==> src/rtl/ad9866_pkg.sv <==
// Shared types, frame helpers and the power-up register table for the AD9866 control port.
// Frames are 16 bits, {rw, addr[6:0], data[7:0]}, shifted MSB first.
package ad9866_pkg;

  localparam int FRAME_W = 16;
  localparam int ADDR_W  = 7;
  localparam int DATA_W  = 8;
  localparam int GAIN_W  = 6;

  localparam int RW_BIT   = 15;
  localparam int ADDR_LSB = 8;
  localparam int DATA_LSB = 0;

  localparam logic [ADDR_W-1:0] GAIN_ADDR_DEFAULT = 7'h09;

  typedef enum logic [2:0] {
    ST_RST_HOLD,
    ST_RST_WAIT,
    ST_INIT,
    ST_IDLE,
    ST_XFER
  } seq_state_e;

  typedef enum logic [2:0] {
    SH_IDLE,
    SH_LOW,
    SH_HIGH,
    SH_TAIL,
    SH_GAP
  } sh_phase_e;

  typedef enum logic {
    OWN_GAIN,
    OWN_CMD
  } owner_e;

  function automatic logic [FRAME_W-1:0] make_frame(input logic              rw,
                                                    input logic [ADDR_W-1:0] addr,
                                                    input logic [DATA_W-1:0] data);
    return {rw, addr, data};
  endfunction

  // The two bits above the gain code select the RX PGA gain-write mode.
  function automatic logic [FRAME_W-1:0] gain_frame(input logic [ADDR_W-1:0] addr,
                                                    input logic [GAIN_W-1:0] gain);
    return make_frame(1'b0, addr, {2'b01, gain});
  endfunction

  function automatic logic [FRAME_W-1:0] init_table(input int unsigned idx);
    logic [FRAME_W-1:0] f;
    case (idx)
      0:       f = 16'h0180;
      1:       f = 16'h0200;
      2:       f = 16'h0300;
      3:       f = 16'h0436;
      4:       f = 16'h0500;
      5:       f = 16'h0600;
      6:       f = 16'h0708;
      7:       f = 16'h0E81;
      default: f = 16'h0000;
    endcase
    return f;
  endfunction

endpackage

==> src/rtl/ad9866_spi_shift.sv <==
// 16-bit SPI frame engine: sen_n framing, CLK_DIV half-period divider, bit counter,
// MSB-first transmit and receive shift registers, and the inter-frame sen_n high gap.
module ad9866_spi_shift
  import ad9866_pkg::*;
#(
  parameter int CLK_DIV = 4
) (
  input  logic               clk,
  input  logic               rst_n,
  input  logic               start,
  input  logic [FRAME_W-1:0] frame,
  input  logic               is_read,
  input  logic               sdo,
  output logic               ready,
  output logic               done,
  output logic [DATA_W-1:0]  rdata,
  output logic               sen_n,
  output logic               sclk,
  output logic               sdio
);

  localparam int DIV_W = $clog2(2 * CLK_DIV);
  localparam logic [DIV_W-1:0] HALF_LAST = DIV_W'(CLK_DIV - 1);
  localparam logic [DIV_W-1:0] GAP_LAST  = DIV_W'(2 * CLK_DIV - 1);

  sh_phase_e          phase_q, phase_d;
  logic [DIV_W-1:0]   div_q, div_d;
  logic [3:0]         bit_q, bit_d;
  logic [FRAME_W-1:0] tx_q, tx_d;
  logic [DATA_W-1:0]  rx_q, rx_d;
  logic               sen_n_q, sen_n_d;
  logic               sclk_q, sclk_d;
  logic               half_end;

  assign half_end = (div_q == HALF_LAST);

  always_comb begin
    // NOTE: every signal gets a default before the case so no path can infer a latch.
    phase_d = phase_q;
    div_d   = div_q + DIV_W'(1);
    bit_d   = bit_q;
    tx_d    = tx_q;
    rx_d    = rx_q;
    sen_n_d = sen_n_q;
    sclk_d  = sclk_q;
    done    = 1'b0;
    case (phase_q)
      SH_IDLE: begin
        div_d = '0;
        if (start) begin
          phase_d = SH_LOW;
          sen_n_d = 1'b0;
          bit_d   = '0;
          tx_d    = is_read ? {frame[FRAME_W-1:DATA_W], {DATA_W{1'b0}}} : frame;
        end
      end
      SH_LOW: begin
        if (half_end) begin
          div_d   = '0;
          sclk_d  = 1'b1;
          phase_d = SH_HIGH;
          rx_d    = {rx_q[DATA_W-2:0], sdo};
        end
      end
      SH_HIGH: begin
        if (half_end) begin
          div_d  = '0;
          sclk_d = 1'b0;
          if (bit_q == 4'd15) begin
            phase_d = SH_TAIL;
            tx_d    = '0;
          end else begin
            phase_d = SH_LOW;
            bit_d   = bit_q + 4'd1;
            tx_d    = {tx_q[FRAME_W-2:0], 1'b0};
          end
        end
      end
      SH_TAIL: begin
        if (half_end) begin
          div_d   = '0;
          sen_n_d = 1'b1;
          done    = 1'b1;
          phase_d = SH_GAP;
        end
      end
      SH_GAP: begin
        // Holding off for a full SCLK period keeps sen_n high long enough between frames.
        if (div_q == GAP_LAST) begin
          div_d   = '0;
          phase_d = SH_IDLE;
        end
      end
      default: begin
        div_d   = '0;
        phase_d = SH_IDLE;
      end
    endcase
  end

  // NOTE: reset is sampled on the clock edge and every flop, including the shift registers, is cleared.
  always_ff @(posedge clk) begin
    if (!rst_n) begin
      phase_q <= SH_IDLE;
      div_q   <= '0;
      bit_q   <= '0;
      tx_q    <= '0;
      rx_q    <= '0;
      sen_n_q <= 1'b1;
      sclk_q  <= 1'b0;
    end else begin
      // NOTE: non-blocking assignments so every flop updates from the same pre-edge values.
      phase_q <= phase_d;
      div_q   <= div_d;
      bit_q   <= bit_d;
      tx_q    <= tx_d;
      rx_q    <= rx_d;
      sen_n_q <= sen_n_d;
      sclk_q  <= sclk_d;
    end
  end

  assign ready = (phase_q == SH_IDLE);
  assign rdata = rx_q;
  assign sen_n = sen_n_q;
  assign sclk  = sclk_q;
  assign sdio  = tx_q[FRAME_W-1];

endmodule

==> src/rtl/ad9866_spi_sequencer.sv <==
// AD9866 control-port owner: hardware reset pulse, init table load, then round-robin
// sharing of the SPI frame engine between RX gain updates and host register commands.
module ad9866_spi_sequencer
  import ad9866_pkg::*;
#(
  parameter int                CLK_DIV    = 4,
  parameter int                RST_CYCLES = 1024,
  parameter int                NINIT      = 8,
  parameter logic [ADDR_W-1:0] GAIN_ADDR  = GAIN_ADDR_DEFAULT
) (
  input  logic              ad9866spiclk,
  input  logic              rst_n,
  input  logic              gain_req,
  input  logic [GAIN_W-1:0] gain,
  output logic              gain_ack,
  input  logic              cmd_req,
  input  logic              cmd_rw,
  input  logic [ADDR_W-1:0] cmd_addr,
  input  logic [DATA_W-1:0] cmd_wdata,
  output logic              cmd_ack,
  output logic [DATA_W-1:0] cmd_rdata,
  output logic              init_done,
  output logic              busy,
  output logic              ad9866_rst_n,
  output logic              ad9866_sen_n,
  output logic              ad9866_sclk,
  output logic              ad9866_sdio,
  input  logic              ad9866_sdo
);

  localparam int RST_W = $clog2(RST_CYCLES + 1);
  localparam int IDX_W = $clog2(NINIT + 1);
  localparam logic [RST_W-1:0] RST_LAST = RST_W'(RST_CYCLES - 1);
  localparam logic [IDX_W-1:0] IDX_LAST = IDX_W'(NINIT - 1);

  seq_state_e        state_q, state_d;
  logic [RST_W-1:0]  cnt_q, cnt_d;
  logic [IDX_W-1:0]  idx_q, idx_d;
  logic              pin_q, pin_d;
  logic              init_done_q, init_done_d;
  logic              prefer_cmd_q, prefer_cmd_d;
  owner_e            owner_q, owner_d;
  logic              cur_rd_q, cur_rd_d;
  logic              gain_ack_q, gain_ack_d;
  logic              cmd_ack_q, cmd_ack_d;
  logic [DATA_W-1:0] cmd_rdata_q, cmd_rdata_d;

  logic               sh_start, sh_is_read, sh_ready, sh_done;
  logic [FRAME_W-1:0] sh_frame;
  logic [DATA_W-1:0]  sh_rdata;
  logic               pick_gain, pick_cmd;

  ad9866_spi_shift #(
    .CLK_DIV (CLK_DIV)
  ) u_shift (
    .clk     (ad9866spiclk),
    .rst_n   (rst_n),
    .start   (sh_start),
    .frame   (sh_frame),
    .is_read (sh_is_read),
    .sdo     (ad9866_sdo),
    .ready   (sh_ready),
    .done    (sh_done),
    .rdata   (sh_rdata),
    .sen_n   (ad9866_sen_n),
    .sclk    (ad9866_sclk),
    .sdio    (ad9866_sdio)
  );

  // The round-robin flag only matters, and only flips, when both requesters contend.
  assign pick_gain = gain_req && (!cmd_req || !prefer_cmd_q);
  assign pick_cmd  = cmd_req && !pick_gain;

  always_comb begin
    state_d      = state_q;
    cnt_d        = cnt_q;
    idx_d        = idx_q;
    pin_d        = pin_q;
    init_done_d  = init_done_q;
    prefer_cmd_d = prefer_cmd_q;
    owner_d      = owner_q;
    cur_rd_d     = cur_rd_q;
    gain_ack_d   = 1'b0;
    cmd_ack_d    = 1'b0;
    cmd_rdata_d  = cmd_rdata_q;
    sh_start     = 1'b0;
    sh_frame     = '0;
    sh_is_read   = 1'b0;
    case (state_q)
      ST_RST_HOLD: begin
        if (cnt_q == RST_LAST) begin
          state_d = ST_RST_WAIT;
          cnt_d   = '0;
          pin_d   = 1'b1;
        end else begin
          cnt_d = cnt_q + RST_W'(1);
        end
      end
      ST_RST_WAIT: begin
        if (cnt_q == RST_LAST) begin
          state_d = ST_INIT;
          cnt_d   = '0;
        end else begin
          cnt_d = cnt_q + RST_W'(1);
        end
      end
      ST_INIT: begin
        sh_frame = init_table(32'(idx_q));
        sh_start = sh_ready;
        if (sh_done) begin
          if (idx_q == IDX_LAST) begin
            state_d     = ST_IDLE;
            idx_d       = '0;
            init_done_d = 1'b1;
          end else begin
            idx_d = idx_q + IDX_W'(1);
          end
        end
      end
      ST_IDLE: begin
        if (sh_ready && pick_gain) begin
          sh_start = 1'b1;
          sh_frame = gain_frame(GAIN_ADDR, gain);
          owner_d  = OWN_GAIN;
          cur_rd_d = 1'b0;
          state_d  = ST_XFER;
          if (cmd_req) prefer_cmd_d = 1'b1;
        end else if (sh_ready && pick_cmd) begin
          sh_start   = 1'b1;
          sh_frame   = make_frame(cmd_rw, cmd_addr, cmd_wdata);
          sh_is_read = cmd_rw;
          owner_d    = OWN_CMD;
          cur_rd_d   = cmd_rw;
          state_d    = ST_XFER;
          if (gain_req) prefer_cmd_d = 1'b0;
        end
      end
      ST_XFER: begin
        if (sh_done) begin
          state_d = ST_IDLE;
          if (owner_q == OWN_GAIN) begin
            gain_ack_d = 1'b1;
          end else begin
            cmd_ack_d = 1'b1;
            if (cur_rd_q) cmd_rdata_d = sh_rdata;
          end
        end
      end
      default: state_d = ST_RST_HOLD;
    endcase
  end

  always_ff @(posedge ad9866spiclk) begin
    if (!rst_n) begin
      state_q      <= ST_RST_HOLD;
      cnt_q        <= '0;
      idx_q        <= '0;
      pin_q        <= 1'b0;
      init_done_q  <= 1'b0;
      prefer_cmd_q <= 1'b0;
      owner_q      <= OWN_GAIN;
      cur_rd_q     <= 1'b0;
      gain_ack_q   <= 1'b0;
      cmd_ack_q    <= 1'b0;
      cmd_rdata_q  <= '0;
    end else begin
      state_q      <= state_d;
      cnt_q        <= cnt_d;
      idx_q        <= idx_d;
      pin_q        <= pin_d;
      init_done_q  <= init_done_d;
      prefer_cmd_q <= prefer_cmd_d;
      owner_q      <= owner_d;
      cur_rd_q     <= cur_rd_d;
      gain_ack_q   <= gain_ack_d;
      cmd_ack_q    <= cmd_ack_d;
      cmd_rdata_q  <= cmd_rdata_d;
    end
  end

  assign gain_ack     = gain_ack_q;
  assign cmd_ack      = cmd_ack_q;
  assign cmd_rdata    = cmd_rdata_q;
  assign init_done    = init_done_q;
  assign busy         = (state_q != ST_IDLE);
  assign ad9866_rst_n = pin_q;

endmodule

==> config.mk <==
export PLATFORM = sky130hd
export DESIGN_NAME = ad9866_spi_sequencer
export DESIGN_NICKNAME = d
export VERILOG_FILES = /design/src/rtl/ad9866_pkg.sv /design/src/rtl/ad9866_spi_shift.sv /design/src/rtl/ad9866_spi_sequencer.sv
export SDC_FILE = /design/constraint.sdc
export NUM_CORES = 1
export LEC_CHECK = 0
export CORE_MARGIN = 4
export CORE_UTILIZATION = 55
export DETAILED_ROUTE_END_ITERATION = 6
export PLACE_DENSITY = 0.78
export SLEW_MARGIN = 20
export SYNTH_ARGS = -nofsm -noshare
export SYNTH_HDL_FRONTEND = slang
export SYNTH_HIERARCHICAL = 1
export SYNTH_SLANG_ARGS = --single-unit
export TNS_END_PERCENT = 30
==> constraint.sdc <==
create_clock -name ad9866spiclk -period 5.45 [get_ports ad9866spiclk]
set_input_delay 1.09 -clock ad9866spiclk [delete_from_list [all_inputs] [get_ports ad9866spiclk]]
set_output_delay 1.09 -clock ad9866spiclk [all_outputs]
set_load 0.1 [all_outputs]
==> impl_results.md <==
- Die Wd: 91.48 um
- Clock group share of total power: roughly two fifths
- Synth Cell Area: 0.003832 sq mm
- Final wirelength: 7939 um
- Final HPWL DP: ~5500 um
- Arr. time, crit path: around 2.4 ns
- CP max FO: 11
- Sw Ratio: roughly a quarter
- Clock Path Buffers: 2
- Vias: 3125
- Final Non-Filler Cells: roughly 540
- Clk root buf: clkbuf_8
- Startpoint Class: flop
- First-pass GRT wire length: 13570 um
- Iteration count of the initial detailed-routing pass: 4
- H-tree depth: 3
- Dpl ws: 2.000 ns
- Core area: 0.006794 sq mm
- Endpoints failing setup: 0
- Most frequent cells in the layout: dfxtp_1 (76), clkdlybuf4s50_1 (42), nor2_1 (23)
- Unrepaired setup endpoints after global routing: no
- #FFs+latches synth: 76
- IO Count: 43
- Final-report hold violation count: 0
- Post-route ant nets: 0
- Combinational share of power: 8.4%
- Worst Tran Pin Value: 0.9807 ns
- Setup CP Type: flop to primary output
- Die Y: approximately 91 um
- DP Cell Count: 529
- NetSw: 262.9 uW
- Top FF cell, synth: dfxtp_1
- Port bufs: 42
- Status: complete, no violations
- Vias in the first global route: 2933
- Die ar.: between 0.008 and 0.009 sq mm
- Final GP Congestion: around 0.82
- Sequential Power Share: about 53%
- Post-synth EDFFs: 0
- Initial Util: 56.41%
- Max-cap viol count: 0
- Num rows: 30
- Hold-critical path depth: 1
- PostCTS Resize Cnt: 0
- Register area share after synthesis: 39.70%
- Total CTS buffers: 9
- FF-to-FF path depth: 7
- Initial antenna violation count: 0
- Post-synth cell types: 73
- Clk pin slew, worst setup/hold paths: 0.07 ns
- Worst Slack Setup Final: 1.977 ns
- Cell area after layout: 0.004429 sq mm
- HP Class: flop to flop
- Hold-fix buffers, CTS: 0
- WP data required: approximately 4.4 ns
- Share of layout cells above drive strength 1: a little over 8%
- Setup Skew: between 0.007 and 0.008 ns
- Synthesized instance count: 413
- Clk sinks: 76
- Final TNS setup: 0 ns
- Synth warn: 6
- Commonest non-fill, non-tap cell in the layout: dfxtp_1
- Antenna cells: 0
- Placed cell areas: around 0.0042 sq mm
- P_leak: 0.001570 uW
- Final max-slew violation count: 0
- Drt drc: 0
- Fmax: 287.9 MHz
- Vias per cell: 5.744
- Layout Area Growth over Synthesis: 15.57%
- Final nets: roughly 480
- Total GRT Usage: 19.51%
- Fin crit period: 3.473 ns
- Drt initial violations: slightly below 200
- # fillers: 550
- Remaining global-route overflow: 0
- Largest net degree at the start of global routing: 47
- Pwr dens: between 200 and 250 mW/mm^2
- Syn_area_per_cell: 9.279 sq um
- Drt wl/cell: 14.59 um
- Final period util: 63.73%
- Setup Fix Bufs, Post-CTS: 0
- Pint: 820.9 uW
- Clk_lat worst skew: 0.34 ns
- Mapped Nets: 451
- TritonCTS clock tree: done
- Final core occ: 65.19%
- Setup crit end kind: primary output
- Peak supply drop: approximately 0.25 mV
- Relative slew slack: 34.42%
- Ys async rst share: 0%
## path summary, 6_finish.rpt
check	end	slack, ns	start
hold reg to reg	u_shift/div_q[0]$_SDFF_PN0_	0.44	u_shift/div_q[0]$_SDFF_PN0_
hold / removal	u_shift/div_q[0]$_SDFF_PN0_	0.44	u_shift/div_q[0]$_SDFF_PN0_
setup reg to reg	u_shift/tx_q[1]$_SDFFE_PN0P_	2.28	u_shift/phase_q[0]$_SDFFE_PN0P_
setup / recovery	busy	1.98	state_q[2]$_SDFFE_PN0P_
## worst max-delay path, cell delays in order, from the launching register on
cell             delay (ns)
dfxtp_1                0.54
and3b_1                0.27
inv_2                  0.10
clkdlybuf4s50_1        1.15
## metal layers
layer / track usage, % / part of all wire [%]
met1: 25.12 / 46
met4: 7.035 / 1.3
met2: 32.38 / 49
met3: 3.728 / 3.9
met5: 0 / 0
## sequential cells by signal (all words and copies together), names as in the netlist, named ones only
| register | flops |
|---|---|
| u_shift/tx_q | 16 |
| cnt_q | 11 |
| cmd_rdata | 8 |
| u_shift/rdata | 8 |
| idx_q | 4 |
| u_shift/bit_q | 4 |
| state_q | 3 |
| u_shift/div_q | 3 |
| u_shift/phase_q | 3 |
| ad9866_rst_n | 1 |
| cmd_ack | 1 |
| cur_rd_q | 1 |
| gain_ack | 1 |
| init_done | 1 |
| owner_q | 1 |
| prefer_cmd_q | 1 |
| u_shift/sclk | 1 |
| u_shift/sen_n | 1 |
## Yosys cell counts, drive strengths merged, types with 3 or more instances
master  instances  share of area [%]
or2             3               0.49
o21a            3               0.59
mux2i          20                5.6
o311ai          7                1.6
o211ai          3               0.72
nand2b          3               0.49
a22o            3               0.69
and3           11                1.8
clkbuf          8               0.78
a31oi           4               0.65
and4bb          3               0.98
inv            23                2.3
a311oi         10                2.3
o221a           7                2.1
nand3          19                2.5
a211oi          3               0.72
dfxtp          76                 40
nor3b           3               0.88
o21ai          19                2.5
a21oi          20                2.7
nand4           8                1.3
xor2            5                1.1
or3             3               0.49
nor3            4               0.78
a21boi          4               0.78
ha             11                3.6
xnor2           4               0.91
and3b           3               0.69
nor2b          12                2.0
nor2           26                2.9
buf            15                2.9
nand2          22                2.2
a221o           7                1.8
and2           15                2.4
## power by group through the flow
stage	combinational [uW]	sequential [uW]	clock [uW]
after floorplan	64.0	585	0
final	90.7	576	417
after global placement	89.3	589	0
after global routing	98.9	578	450
after detailed placement	90.1	589	0
after CTS	90.3	576	427
## final cells by class
cell class	instances	area [sq um]	share of cell area, %
Inverter	23	86.33	1.949
Multi-Input combinational cell	291	2082	47.01
Clock buffer	11	141.4	3.192
Timing Repair Buffer	43	427.9	9.661
Tap cell	96	120.1	2.712
Clock inverter	4	50.05	1.130
Sequential cell	76	1521	34.35
## per-stage QoR
step	hold WS [ns]	total power, uW
2_1_floorplan	0.4077	649.0
3_3_place_gp	0.4163	677.8
3_5_place_dp	0.4289	678.8
4_1_cts	0.4409	1093
5_1_grt	0.4564	1127
6_report	0.4398	1084
## cells by family (layout without fill, tap and decap cells)
family | Yosys count | count (layout) | synth area share [%]
muxes | 22 | 22 | 6.138
and+or+nand+nor | 145 | 145 | 22.43
buffers and inverters | 46 | 81 | 5.975
xor gates and xnor gates | 9 | 9 | 2.057
DFF | 76 | 76 | 39.70
AOI/OAI and AO/OA | 104 | 104 | 20.11
adders and majority gates | 11 | 11 | 3.591
Note: power is estimated with default switching activity, not from simulation.
